<file path="config.mk">
export PLATFORM = sky130hd
export DESIGN_NAME = euler_sched
export DESIGN_NICKNAME = d
export VERILOG_FILES = /design/src/rtl/euler_pkg.sv /design/src/rtl/euler_core_mux.sv /design/src/rtl/euler_sched.sv
export SDC_FILE = /design/constraint.sdc
export NUM_CORES = 1
export LEC_CHECK = 0
export BUFFER_PORTS_ARGS = -buffer_cell sky130_fd_sc_hd__buf_2
export CORE_MARGIN = 3
export CORE_UTILIZATION = 33
export DETAILED_ROUTE_END_ITERATION = 12
export PLACE_DENSITY = 0.62
export SETUP_SLACK_MARGIN = 0.3
export SYNTH_ARGS = -nofsm -noshare
export SYNTH_HDL_FRONTEND = slang
export SYNTH_HIERARCHICAL = 1
export SYNTH_SLANG_ARGS = --single-unit
</file>
<file path="constraint.sdc">
create_clock -name CLK -period 4.6 [get_ports CLK]
set_clock_uncertainty 0.1 [all_clocks]
set_input_delay 0.69 -clock CLK [delete_from_list [all_inputs] [get_ports CLK]]
set_output_delay 0.69 -clock CLK [all_outputs]
set_load 0.1 [all_outputs]
</file>
<file path="src/rtl/euler_pkg.sv">
// Shared types and constants for the Euler solver-bank scheduler.
package euler_pkg;

   localparam int SUM_W = 32;
   localparam int CYC_W = 32;

   typedef enum logic [1:0] {
      IDLE   = 2'd0,
      LAUNCH = 2'd1,
      RUN    = 2'd2,
      RESP   = 2'd3
   } state_e;

   typedef enum logic [1:0] {
      ERR_OK  = 2'd0,
      ERR_IDX = 2'd1,
      ERR_TMO = 2'd2
   } err_e;

endpackage

</file>
<file path="src/rtl/euler_core_mux.sv">
// Combinational core selection: picks the addressed core's IsEnd/sum and
// produces the one-hot Init decode. Out-of-range indices select nothing.
module euler_core_mux
   import euler_pkg::*;
#(
   parameter int N_CORES = 4,
   parameter int IDX_W   = 2
) (
   input  logic [IDX_W-1:0]         idx_i,
   input  logic [N_CORES-1:0]       core_end_i,
   input  logic [SUM_W*N_CORES-1:0] core_sum_i,
   output logic                     end_o,
   output logic [SUM_W-1:0]         sum_o,
   output logic [N_CORES-1:0]       onehot_o
);

   logic [SUM_W-1:0] sum_masked [N_CORES];

   for (genvar gi = 0; gi < N_CORES; gi++) begin : g_sel
      assign onehot_o[gi]   = (idx_i == IDX_W'(gi));
      assign sum_masked[gi] = onehot_o[gi] ? core_sum_i[SUM_W*gi +: SUM_W] : '0;
   end

   assign end_o = |(onehot_o & core_end_i);

   // Masked OR-tree: at most one term is non-zero.
   always_comb begin
      sum_o = '0;
      for (int k = 0; k < N_CORES; k++) begin
         sum_o = sum_o | sum_masked[k];
      end
   end

endmodule

</file>
<file path="src/rtl/euler_sched.sv">
// Job sequencer for a bank of Euler solver cores: launch, wait for IsEnd, report.
// Optional run watchdog enabled by defining EULER_SCHED_TIMEOUT_EN.
module euler_sched
   import euler_pkg::*;
#(
   parameter int N_CORES     = 4,
   parameter int IDX_W       = 2,
   parameter int INIT_CYCLES = 2,
   parameter int TIMEOUT     = 1048576
) (
   input  logic                     CLK,
   input  logic                     RST_N,
   input  logic                     ReqValid,
   input  logic [IDX_W-1:0]         ReqIdx,
   output logic                     ReqReady,
   output logic [N_CORES-1:0]       CoreInit,
   input  logic [N_CORES-1:0]       CoreEnd,
   input  logic [SUM_W*N_CORES-1:0] CoreSum,
   output logic                     RspValid,
   input  logic                     RspReady,
   output logic [SUM_W-1:0]         RspData,
   output logic [IDX_W-1:0]         RspIdx,
   output logic [CYC_W-1:0]         RspCycles,
   output logic [1:0]               RspErr,
   output logic                     Busy
);

   localparam int                LCNT_W    = $clog2(INIT_CYCLES + 1);
   localparam logic [LCNT_W-1:0] LCNT_LAST = LCNT_W'(INIT_CYCLES);
   localparam logic [CYC_W-1:0]  CYC_MAX   = '1;
   localparam logic [CYC_W-1:0]  TMO_LIMIT = CYC_W'(TIMEOUT);
`ifdef EULER_SCHED_TIMEOUT_EN
   localparam bit                TMO_EN    = 1'b1;
`else
   localparam bit                TMO_EN    = 1'b0;
`endif

   state_e             state_q, state_d;
   logic [IDX_W-1:0]   idx_q, idx_d;
   logic [LCNT_W-1:0]  lcnt_q, lcnt_d;
   logic [N_CORES-1:0] init_q, init_d;
   logic [CYC_W-1:0]   cnt_q, cnt_d;
   logic [SUM_W-1:0]   data_q, data_d;
   logic [CYC_W-1:0]   cyc_q, cyc_d;
   err_e               err_q, err_d;

   logic               sel_end;
   logic [SUM_W-1:0]   sel_sum;
   logic [N_CORES-1:0] sel_onehot;
   logic               bad_idx;
   logic               tmo_hit;

   euler_core_mux #(
      .N_CORES (N_CORES),
      .IDX_W   (IDX_W)
   ) u_mux (
      .idx_i      (idx_q),
      .core_end_i (CoreEnd),
      .core_sum_i (CoreSum),
      .end_o      (sel_end),
      .sum_o      (sel_sum),
      .onehot_o   (sel_onehot)
   );

   assign bad_idx = (32'(ReqIdx) >= 32'(N_CORES));
   assign tmo_hit = TMO_EN && (cnt_q == TMO_LIMIT);

   // State and datapath registers; reset also drops CoreInit immediately.
   always_ff @(posedge CLK or negedge RST_N) begin
      if (!RST_N) begin
         state_q <= IDLE;
         idx_q   <= '0;
         lcnt_q  <= '0;
         init_q  <= '0;
         cnt_q   <= '0;
         data_q  <= '0;
         cyc_q   <= '0;
         err_q   <= ERR_OK;
      end else begin
         state_q <= state_d;
         idx_q   <= idx_d;
         lcnt_q  <= lcnt_d;
         init_q  <= init_d;
         cnt_q   <= cnt_d;
         data_q  <= data_d;
         cyc_q   <= cyc_d;
         err_q   <= err_d;
      end
   end

   always_comb begin
      state_d = state_q;
      idx_d   = idx_q;
      lcnt_d  = lcnt_q;
      init_d  = init_q;
      cnt_d   = cnt_q;
      data_d  = data_q;
      cyc_d   = cyc_q;
      err_d   = err_q;
      unique case (state_q)
         IDLE: begin
            if (ReqValid) begin
               idx_d = ReqIdx;
               if (bad_idx) begin
                  state_d = RESP;
                  data_d  = '0;
                  cyc_d   = '0;
                  err_d   = ERR_IDX;
               end else begin
                  state_d = LAUNCH;
                  lcnt_d  = '0;
               end
            end
         end
         // Init goes high on the first LAUNCH edge and stays for INIT_CYCLES cycles.
         LAUNCH: begin
            if (lcnt_q == LCNT_LAST) begin
               state_d = RUN;
               init_d  = '0;
               cnt_d   = CYC_W'(1);
            end else begin
               init_d  = sel_onehot;
               lcnt_d  = lcnt_q + LCNT_W'(1);
            end
         end
         RUN: begin
            cnt_d = (cnt_q == CYC_MAX) ? cnt_q : cnt_q + CYC_W'(1);
            if (sel_end) begin
               state_d = RESP;
               data_d  = sel_sum;
               cyc_d   = cnt_q;
               err_d   = ERR_OK;
            end else if (tmo_hit) begin
               state_d = RESP;
               data_d  = '0;
               cyc_d   = TMO_LIMIT;
               err_d   = ERR_TMO;
            end
         end
         RESP: begin
            if (RspReady) begin
               state_d = IDLE;
            end
         end
         default: state_d = IDLE;
      endcase
   end

   always_comb begin
      ReqReady = (state_q == IDLE);
      Busy     = (state_q != IDLE);
      RspValid = (state_q == RESP);
   end

   assign CoreInit  = init_q;
   assign RspData   = data_q;
   assign RspIdx    = idx_q;
   assign RspCycles = cyc_q;
   assign RspErr    = err_q;

endmodule

</file>
# ---- After elaboration in Yosys (flattened, before gate mapping)
# Cells that the tools add are included.
dict set report classes {
  n_mux 16
  n_eq_ne 14
  add_sub_neg 2
  bitwise 4
  n_reduce_logical 11
}
# cell n
set ops {}
lappend ops {{$mux 32} 6}
lappend ops {{$or 32x32->32} 3}
lappend ops {{$pmux 32 s2} 1}
lappend ops {{$add 32x1->32 const B} 1}
lappend ops {{$eq 32x32->1 const B} 1}
lappend ops {{$mux 2} 6}
lappend ops {{$eq 2x2->1 const B} 5}
lappend ops {{$ne 2x2->1 const B} 5}
lappend ops {{$pmux 2 s4} 1}
lappend ops {{$reduce_and 3->1} 2}
lappend ops {{$reduce_bool 2->1} 3}
lappend ops {{$and 4x4->4} 1}
lappend ops {{$eq 2x1->1 const B} 2}
lappend ops {{$logic_not 2->1} 2}
lappend ops {{$mux 4} 1}
lappend ops {{$pmux 2 s2} 1}
lappend ops {{$reduce_and 2->1} 2}
lappend ops {{$reduce_and 4->1} 1}
lappend ops {{$reduce_or 4->1} 1}
lappend ops {{$add 2x1->2 const B} 1}
lappend ops {{$ne 2x1->1 const B} 1}
dict set report totals {
  word_cells 54
  register_bits 106
}

# ---- Depth between registers and ports, before layout
# Gate-level depths: netlist (run 1).
dict set report logic_depth {
  word_depth 5
  depth_mapped 9
  mapped_depth_nobuf 7
}

# ---- Hierarchy
# The synthesis (run 1) kept the hierarchy.
# module seq_area_each_um2 area_each_um2 cells_per_inst n_inst
set by_module_without_submodules {}
lappend by_module_without_submodules {euler_sched 2652.5 4918.5 409 1}
lappend by_module_without_submodules {euler_core_mux 0.0 867.1 45 1}

# ---- Worst setup path after synthesis (run 1)
# No wires, ideal clock.
dict set report synth_path {
  path_type {reg-to-reg}
  startpoint {register state_q[0]}
  endpoint {register lcnt_q[0]}
  setup_time_ns 0.121
  path_slack_ns 1.603
  stages_incl_launch_ff 8
  arrival_ns 2.776
  path_cell_list {dfrtp_1 -> inv_1 -> ha_1 -> inv_1 -> nor2_1 -> nor3_1 -> a21o_1 -> a22o_1}
}
dict set report synth_between {
  elab_chain_cells 3
  elab_cells_between_ends 7
}
# item line
set synth_rtl {}
lappend synth_rtl {{from (decl)} euler_sched.sv:38} ;# state_e state_q, state_d;
lappend synth_rtl {{from (signal assigned)} euler_sched.sv:80} ;# state_q <= state_d;
lappend synth_rtl {{$logic_not 2->1 (*)} -}
lappend synth_rtl {{named net ReqReady} euler_sched.sv:15} ;# output logic ReqReady,
lappend synth_rtl {{$ne 2x2->1 (no source line) / $reduce_bool 2->1 (equally long branches)} -}
lappend synth_rtl {{$reduce_and 3->1 (no source line)} -}
lappend synth_rtl {{to (signal assigned)} euler_sched.sv:82} ;# lcnt_q <= lcnt_d;
lappend synth_rtl {{to (decl)} euler_sched.sv:40} ;# logic [LCNT_W-1:0] lcnt_q, lcnt_d;
# Mark *: on every way through the listed nets, which the timed path passes. The rest lies on a longest branch.
# A chain may end at the register's enable or synchronous reset.

# ---- Final worst setup path (run 1)
dict set report layout_path {
  startpoint {register state_q[0]}
  endpoint {register cnt_q[23]}
}
dict set report layout_between {
  elab_chain_cells 3
  elab_cells_between_ends 7
}
# item line
set layout_rtl {}
lappend layout_rtl {{$eq 2x2->1 / $eq 2x1->1 (equally long branches)} euler_sched.sv:100} ;# unique case (state_q)
lappend layout_rtl {{$ne 2x2->1 (no source line) / $reduce_bool 2->1 (equally long branches)} -}
lappend layout_rtl {{$reduce_and 3->1 (no source line)} -}
lappend layout_rtl {{to (signal assigned)} euler_sched.sv:84} ;# cnt_q <= cnt_d;
lappend layout_rtl {{to (decl)} euler_sched.sv:42} ;# logic [CYC_W-1:0] cnt_q, cnt_d;
# Parallel ways exist; a longest one is shown, timed or not.

==> metrics.md, run 1 <==
| Metric | Value |
|---|---|
| Outcome | `complete, no violations` |
| Final setup TNS | `0 ns` |
| Total die area | `19200 um^2` |
| Largest net degree at the start of global routing | `46` |
| Grt total ovfl | `0` |
| Critical Path Sink Type | `flop` |
| Peak supply drop | `0.000539 V` |
| Worst-Skew Late Latency | `between 0.3 and 0.4 ns` |
| Cell Rows | `47` |
| Share of layout cells above drive strength 1 | `0.522` |
| Number of flops mapped to enable cells by yosys | `0` |
| #FFs+latches synth | `106` |
| M1 GR Usage | `0.204` |
| Die width | `138 um` |
| Total iterations of the first detailed-routing run | `5` |
| Vias in the first global route | `4936` |
| CTS tree | `done` |
| Starting DRT DRC Count | `268` |
| Final net count | `796` |
| Non-Filler Instances | `877` |
| DP Cell Count | `861` |
| Fillers | `1599` |
| Clk sink count | `~110` |
| Initial Util | `0.343` |
| Port Buffers | `between 200 and 250` |
| Fin crit period | `3.23 ns` |
| GRT Overall Usage | `0.170` |
| Worst-path clk slew | `0.07 ns` |
| Area delta synth->final | `24.7%` |
| # IOs | `213` |
| Hold Vio Cnt, Final | `0` |
| Via count | `4660` |
| H-tree levels | `3` |
| R2R depth | `8` |
| WP data required | `4.71 ns` |
| Final Max Tran Viols | `0` |
| Pwr per Cell Area | `703 nW/um^2` |
| DR WL/cell | `about 19 um` |
| Async S/R FF share, synth | `1.00` |
| Post-synthesis instance total | `around 450` |
| Register area share after synthesis | `0.458` |
| Fmax | `310 MHz` |
| Crit start category | `flop` |
| Initial antenna violation count | `0` |
| Grt met2 use | `0.305` |
| CTS Buf Count | `9` |
| Post-route DRC | `0` |
| Clk buf depth | `2` |
| Cell Area, Synth | `5790 um^2` |
| Routed WL | `16.4 mm` |
| Resized cells post-CTS | `0` |
| Leakage | `0.00354 uW` |
| CTS root buf | `clkbuf_16` |
| Dpl ws | `1.41 ns` |
| Synth Flop Type | `dfrtp_1` |
| Actual slew at the worst max-slew pin | `0.759 ns` |
| Placeable Area | `about 17000 um^2` |
| Vias per cell | `5.31` |
| Max-cap violations | `0` |
| First-pass GRT wire length | `approximately 26 mm` |
| Crit Path Category | `reg2reg` |
| CP Data Arrival Time | `3.34 ns` |
| Unique masters post-synth | `60` |
| ANT nets after route | `0` |
| Routability congestion estimate | `0.896` |
| Final Setup Violations | `0` |
| Cts hold-fix bufs | `0` |
| Syn. warnings | `6` |
| Postcts setup bufs | `0` |
| Final worst-path setup slack | `1.37 ns` |
| Worst Path Max Fanout | `21` |
| Mapped Avg Cell Area | `12.7 um^2` |
| Worst hold path type | `in2async` |
| Final clock period utilization by the worst path | `0.702` |
| Rel. slew slack | `0.494` |
| Post-DP HPWL | `12.8 mm` |
| Die height | `138 um` |
| Ant. Diodes | `0` |
| Grt met3 use | `0.0311` |
| RSZ-0062 raised after global routing | `no` |
| GR peak layer | `met2` |
## layout by cell type (no fill, tap or decap), drive strengths merged, types with 3 or more instances in the layout
cell      netlist  routed
inv            10      12
nand4          14      14
nand3          14      14
and3            8       8
nor2           21      21
mux2           67      67
buf            19     218
a21o            6       6
o31ai          16      16
ha              6       6
or2             3       3
a22o            3       3
and2            3       3
mux4           33      33
a31oi          11      11
nor3            7       7
and4            4       4
nand2b          3       3
o311ai          3       3
nor4            3       3
clkinvlp        0       3
clkbuf         13      10
nand2          28      28
o21ai          22      22
o211ai          4       4
nor2b           3       3
a221o           3       3
dfrtp         106     106
## where the power goes
| part | switching [uW] | internal (uW) | total, uW | leakage [uW] |
|---|---|---|---|---|
| registers | 132 | 1150 | 1280 | 0.00139 |
| clock network | 354 | 372 | 726 | 0.000126 |
| logic | 2260 | 807 | 3070 | 0.00202 |
## cell type report
class / instances / area (um^2) / area share
tap: 220 / 275 / 0.0381
timing repair buffer: 218 / 1110 / 0.154
clock buffer: 10 / 229 / 0.0317
sequential: 106 / 2650 / 0.368
inverter: 10 / 37.5 / 0.00520
clock inverter: 6 / 48.8 / 0.00676
multi-input combinational: 307 / 2860 / 0.396
## metrics by stage
step                total power, uW  utilization  hold WS, ns  cell area, um^2
finish                         5070        0.428        0.243             7220
global route                   5320        0.428        0.281             7220
CTS                            5120        0.428        0.253             7220
detailed placement             4390        0.411        0.390             6940
global placement               4320        0.411        0.382             6940
floorplan                      3890            -        0.294             5790
## cell usage after synthesis, types with 6 or more instances
cell type / number / share of area
a21o_1: 6 / 0.0078
ha_1: 6 / 0.013
nand3_1: 10 / 0.0087
clkbuf_1: 10 / 0.0065
and3_1: 7 / 0.0076
o31ai_1: 16 / 0.021
mux2_2: 66 / 0.13
nand4_1: 13 / 0.014
nand2_1: 28 / 0.018
buf_2: 9 / 0.0078
nor3_1: 7 / 0.0061
o21ai_0: 19 / 0.016
nor2_1: 21 / 0.014
mux4_2: 28 / 0.11
dfrtp_1: 106 / 0.46
a31oi_1: 11 / 0.012
inv_1: 10 / 0.0065
## state kept, by name, indices dropped and copies added, names as in the netlist
| register | count |
|---|---|
| CoreInit | 4 |
| RspCycles | 32 |
| RspData | 32 |
| RspIdx | 2 |
| cnt_q | 32 |
| lcnt_q | 2 |
| state_q | 2 |
## cell families (layout without fill, tap and decap cells)
logic type	count (synthesis)	after routing	share of synthesized area
buffers and inverters	42	244	0.0484
flip-flops	106	106	0.458
AND/OR/NAND/NOR	118	118	0.120
other	1	2	0.000648
multiplexers	101	101	0.264
AO/OA/AOI/OAI	80	80	0.0956
adder cells (fa/ha/maj)	6	6	0.0130
## worst max-delay path, stage by stage, from the launching register on
cell and delay (ns):
dfrtp_1 0.40, inv_1 0.11, ha_1 0.66, and2_1 0.25, nand3_1 0.08, and4b_1 0.58, buf_4 0.27, nand2b_1 0.46
o311ai_1 0.17
## layer usage
layer  part of all wire  routed length [um]  vias to the layer above
li1                   -                   -                     2144
met1               0.39                6470                     2295
met2               0.53                8620                      202
met3              0.062                1010                       19
met4              0.018                 301                        0
met5                  0                   0                        -
## final timing paths
kind                               startpoint             to  slack (ns)
min in group CLK                RspCycles[20]  RspCycles[20]        0.40
max in group asynchronous               RST_N      RspIdx[0]        3.26
worst max-delay path               state_q[0]      cnt_q[23]        1.37
worst min-delay path                    RST_N      cnt_q[20]        0.24
worst max register to register     state_q[0]      cnt_q[23]        1.37
worst min register to register  RspCycles[20]  RspCycles[20]        0.40
(Power assumes the default switching activity.)
==> inputs of run 2 (changes only) <==
--- a/config.mk
+++ b/config.mk
@@ -9,7 +9,7 @@
 export CORE_MARGIN = 3
 export CORE_UTILIZATION = 33
 export DETAILED_ROUTE_END_ITERATION = 12
-export PLACE_DENSITY = 0.62
+export PLACE_DENSITY = 0.64
 export SETUP_SLACK_MARGIN = 0.3
 export SYNTH_ARGS = -nofsm -noshare
 export SYNTH_HDL_FRONTEND = slang
==> constraint.sdc (replaced) <==
create_clock -name CLK -period 2.9 [get_ports CLK]
set_clock_uncertainty 0.1 [all_clocks]
set_input_delay 0.435 -clock CLK [delete_from_list [all_inputs] [get_ports CLK]]
set_output_delay 0.435 -clock CLK [all_outputs]
set_load 0.1 [all_outputs]
==> run 2 against run 1 <==
  * Core utilization rose by 0.52 points
  * Count of clock-buffer cells in the layout is 1 lower
  * Register-to-register slack got worse by 0.79 ns
  * Setup slack worse by 0.86 ns
  * Global-route usage increased by 0.29 points
  * Clock power increased by 65%
  * Combinational power increased by 61%
  * Non-clock buffer count increased by 7
  * Die area is the same
==> metrics.md, run 2 (synthesis results as in run 1) <==
| Metric | Value |
|---|---|
| Vias in the first global route | `4870` |
| Die width | `138 um` |
| Final clock period utilization by the worst path | `0.824` |
| Grt total ovfl | `0` |
| Worst-path clk slew | `about 0.08 ns` |
| Max-cap violations | `0` |
| GRT Overall Usage | `0.172` |
| Crit Path Category | `reg2out` |
| Final Setup Violations | `0` |
| Leakage | `0.00359 uW` |
| Initial Util | `0.343` |
| Share of layout cells above drive strength 1 | `0.530` |
| Final Max Tran Viols | `0` |
| Via count | `4682` |
| Placed Area | `roughly 7000 um^2` |
| ANT nets after route | `0` |
| First-pass GRT wire length | `26.4 mm` |
| Outcome | `complete, no violations` |
| Routed WL | `16.5 mm` |
| CTS tree | `done` |
| WP data required | `2.37 ns` |
| Total iterations of the first detailed-routing run | `5` |
| Switching share of power | `0.540` |
| Total die area | `about 19000 um^2` |
| Commonest non-fill, non-tap cell in the layout | `buf_2` |
| Area of the multi-input gates | `2860 um^2` |
| Fin crit period | `~2.4 ns` |
| Critical Path Sink Type | `output pin` |
| Clk buf depth | `2` |
| # IOs | `about 210` |
| Hold Vio Cnt, Final | `0` |
| CP Data Arrival Time | `1.85 ns` |
| Reg power frac | `0.248` |
| CTS root buf | `clkbuf_16` |
| Hold WS | `between 0.2 and 0.25 ns` |
| Register area | `2660 um^2` |
| Post-route DRC | `0` |
| Final setup TNS | `0 ns` |
| Worst hold path type | `in2reg` |
| Area delta synth->final | `26.3%` |
| Cell Rows | `47` |
| Vias per cell | `roughly 5.3` |
| Crit start category | `flop` |
| Rel. slew slack | `0.582` |
| Initial antenna violation count | `2` |
| Peak supply drop | `0.000852 V` |
| Pwr per Cell Area | `1120 nW/um^2` |
| Post-route cell area | `7300 um^2` |
| Commonest cells after routing, fill and taps aside | `buf_2, dfrtp_1, mux2_2, mux4_2, nand2_1` |
| Routability congestion estimate | `0.901` |
| H-tree levels | `3` |
| Starting DRT DRC Count | `between 300 and 400` |
| Worst-Skew Late Latency | `between 0.3 and 0.4 ns` |
| Port Buffers | `210` |
| Fillers | `1583` |
| Fmax | `419 MHz` |
| Psw | `4400 uW` |
| Placeable Area | `around 17000 um^2` |
| RSZ-0062 raised after global routing | `no` |
| CTS Buf Count | `9` |
| Postcts setup bufs | `0` |
| Worst Path Max Fanout | `38` |
| Clock share of power | `0.147` |
| Internal power | `3750 uW` |
| Final net count | `roughly 800` |
| Largest net degree at the start of global routing | `a little over 100` |
| Actual slew at the worst max-slew pin | `0.627 ns` |
| Post-DP HPWL | `12.9 mm` |
| DR WL/cell | `~19 um` |
| Die height | `138 um` |
| Combinational share of power | `0.604` |
| Clk sink count | `between 100 and 150` |
==> run 2: cell types whose count changed in the layout (fill, tap and decap cells not counted), sizes merged <==
| cell | before | now |
|---|---|---|
| diode | 0 | 1 |
| dlygate4sd3 | 0 | 1 |
| clkbuf | 10 | 9 |
| clkinv | 1 | 4 |
| clkinvlp | 3 | 1 |
| buf | 218 | 224 |
==> run 2: area by class of cell <==
class                   instances  area share
multi-input cells             307       0.392
flip-flops and latches        106       0.364
repair buffers                225       0.162
well taps                     220      0.0377
clock buffers                   9      0.0308
clock inverters                 7     0.00874
inverters                      10     0.00514
diodes                          1    0.000343
==> run 2: repair_timing <==
| item | 4_1_cts | 5_1_grt |
|---|---|---|
| resized for setup | 0 | 0 |
| hold endpoints to repair | 4 | 0 |
| hold buffers | 1 | 0 |
==> run 2: power groups by stage <==
stage | registers (uW) | clock network [uW] | logic, uW
5_1_grt | 2070 | 1310 | 5180
2_1_floorplan | 4150 | 0 | 2040
3_5_place_dp | 2060 | 0 | 4970
4_1_cts | 2030 | 1240 | 4970
3_3_place_gp | 2040 | 0 | 4880
6_report | 2030 | 1200 | 4930
==> run 2: metal layers <==
metal	routed length (um)	up-vias	part of all wire	GRT usage
met2	9170	196	0.56	0.325
met3	929	23	0.056	0.0401
met4	268	4	0.016	0.0494
met5	14	-	0.00085	0
met1	6090	2293	0.37	0.194
li1	-	2166	-	-
==> run 2: critical path, stage by stage (launching register included) <==
cell	delay (ns)
dfrtp_4	0.44
buf_4	0.51
buf_2	0.55
==> run 2: worst paths after layout <==
| check | start | to | slack [ns] | cells after the start |
|---|---|---|---|---|
| setup / recovery | RspIdx[0] | RspIdx[0] | 0.51 | 2 |
| min in group asynchronous | RST_N | RspCycles[10] | 0.35 | 2 |
| setup reg to reg | state_q[1] | cnt_q[17] | 0.58 | 6 |
| hold / removal | ReqIdx[0] | RspIdx[0] | 0.21 | 2 |
| max in group asynchronous | RST_N | RspIdx[0] | 1.58 | 3 |
| hold reg to reg | RspData[16] | RspData[16] | 0.40 | 1 |
==> run 2: per-stage QoR <==
step                      power (uW)  utilization  worst slack (ns)  cells
after floorplan                 6180            -             0.319    455
after detailed placement        7030        0.415             0.590    867
after global placement          6920        0.415             0.632    867
final                           8160        0.433             0.511    885
after global routing            8570        0.433             0.367    884
after CTS                       8250        0.433             0.455    884
==> inputs of run 3 (changes only) <==
==> constraint.sdc (replaced) <==
create_clock -name CLK -period 2.11 [get_ports CLK]
set_clock_uncertainty 0.1 [all_clocks]
set_input_delay 0.3165 -clock CLK [delete_from_list [all_inputs] [get_ports CLK]]
set_output_delay 0.3165 -clock CLK [all_outputs]
set_load 0.1 [all_outputs]
==> run 3 against run 2 <==
  * Sequential cell count stayed put
  * Register-to-register slack worse by 0.53 ns
  * Sequential power is 39% higher
  * First-iteration DRC count is 12% lower
  * Global-route usage is 2.3 points higher
  * Die area stayed put
  * Count of clock-buffer cells in the layout is 1 higher
  * Combinational power is 84% higher
  * Final cell count is 9.2% higher
  * Critical path depth is 3 higher
==> metrics.md, run 3 (synthesis results as in run 1) <==
| Metric | Value |
|---|---|
| Post-DP HPWL | `~14 mm` |
| Hold Vio Cnt, Final | `0` |
| Largest net degree at the start of global routing | `56` |
| Initial Util | `0.343` |
| Clk buf depth | `2` |
| Post-route DRC | `0` |
| Total iterations of the first detailed-routing run | `7` |
| Design Power | `~14000 uW` |
| First-pass GRT wire length | `29.6 mm` |
| Final Setup Violations | `0` |
| Final net count | `between 800 and 900` |
| Crit Path Category | `reg2reg` |
| Leakage | `0.00446 uW` |
| Worst-Skew Late Latency | `around 0.36 ns` |
| ANT nets after route | `0` |
| CTS tree | `done` |
| Initial antenna violation count | `3` |
| Fin crit period | `a little over 2 ns` |
| Pwr per Cell Area | `1510 nW/um^2` |
| Clk sink count | `106` |
| Routability congestion estimate | `0.890` |
| Final Max Tran Viols | `0` |
| Vias in the first global route | `approximately 5300` |
| Worst hold path type | `in2reg` |
| Die height | `138 um` |
| Max-cap violations | `0` |
| CTS root buf | `clkbuf_16` |
| Port Buffers | `210` |
| Outcome | `complete, no violations` |
| Cell Rows | `47` |
| Vias per cell | `approximately 5.3` |
| Share of layout cells above drive strength 1 | `0.651` |
| Fmax | `487 MHz` |
| CTS Buf Count | `9` |
| H-tree levels | `3` |
| Via count | `~5000` |
| Final core occ | `0.531` |
| Grt total ovfl | `0` |
| WP data required | `2.25 ns` |
| Crit start category | `flop` |
| Placeable Area | `roughly 17000 um^2` |
| Worst-path clk slew | `0.07 ns` |
| Actual slew at the worst max-slew pin | `0.527 ns` |
| Routed WL | `20.2 mm` |
| DR WL/cell | `20.9 um` |
| # IOs | `213` |
| CP Data Arrival Time | `2.19 ns` |
| Area delta synth->final | `55.0%` |
| Final clock period utilization by the worst path | `0.974` |
| Die width | `138 um` |
| RSZ-0062 raised after global routing | `yes` |
| Critical Path Sink Type | `flop` |
| Peak supply drop | `0.00144 V` |
| Total die area | `19200 um^2` |
| Starting DRT DRC Count | `about 290` |
| Commonest non-fill, non-tap cell in the layout | `buf_2` |
| Commonest cells after routing, fill and taps aside | `buf_2, dfrtp_1, mux2_4, buf_4, mux4_2` |
| Rel. slew slack | `0.651` |
| GRT Overall Usage | `0.196` |
| Worst Path Max Fanout | `3` |
-- run 3: cell types whose count changed in the layout (fill, tap and decap cells not counted), moves of 6 or more --
cell / delta
buf_4: +41
buf_16: +7
o31ai_2: +6
buf_12: +10
mux2_2: -64
mux2_4: +65
o21ai_0: -8
buf_6: +21
o31ai_1: -11
-- run 3: path summary, 6_finish.rpt --
path	startpoint	endpoint	slack [ns]	depth (start not counted)
max reg2reg	cnt_q[7]	cnt_q[24]	0.05	5
min reg2reg	RspCycles[15]	RspCycles[15]	0.40	1
max in group asynchronous	RST_N	cnt_q[20]	0.98	3
max	cnt_q[7]	cnt_q[24]	0.05	5
min	ReqIdx[0]	RspIdx[0]	0.10	2
min in group asynchronous	RST_N	cnt_q[31]	0.30	2
-- run 3: layer usage --
metal  global-route usage  vias to the layer above  part of all wire
met5                    0                        -                 0
met3               0.0407                       31             0.054
li1                     -                     2316                 -
met1                0.226                     2572              0.38
met4               0.0780                        0             0.024
met2                0.354                      221              0.54
-- run 3: repair_timing --
item,CTS,global route
cloned,5,3
pin swaps,15,20
endpoints found under the hold margin,21,0
buffers inserted,22,8
hold buffers,1,0
setup endpoints to repair,101,104
resized for setup,69,111
-- run 3: area by class of cell --
cell class	instances	area [um^2]
diodes	3	7.51
clock buffers	10	229
clock inverters	6	43.8
fillers	1431	7910
inverters	10	48.8
multi-input cells	307	3500
flip-flops and latches	106	2660
well taps	220	275
repair buffers	304	2200
-- run 3: power by group --
| part | total (uW) | leakage [uW] | switching [uW] | internal [uW] |
|---|---|---|---|---|
| clock | 1590 | 0.000132 | 785 | 804 |
| combinational | 9090 | 0.00295 | 5800 | 3300 |
| sequential | 2820 | 0.00138 | 306 | 2510 |
| total | 13500 | 0.00446 | 6890 | 6610 |
-- run 3: critical path: stages (launching register included) --
cell and delay, ns:
dfrtp_1 0.41, nand4_1 0.24, nor4_4 0.37, and3_4 0.24, mux2_4 0.29, a221o_1 0.29
-- run 3: per-stage QoR --
step | setup TNS [ns] | instance area (um^2) | worst slack, ns | hold slack, ns | instances
floorplan | -6.62 | 5940 | -0.111 | -0.0791 | 455
global placement | 0 | 7460 | 0.0776 | 0.140 | 908
detailed placement | 0 | 7460 | 0.0455 | 0.141 | 908
CTS | 0 | 8330 | 0.0994 | 0.0931 | 952
global route | -0.0239 | 8970 | -0.0239 | 0.0903 | 966
finish | 0 | 8970 | 0.0549 | 0.105 | 966
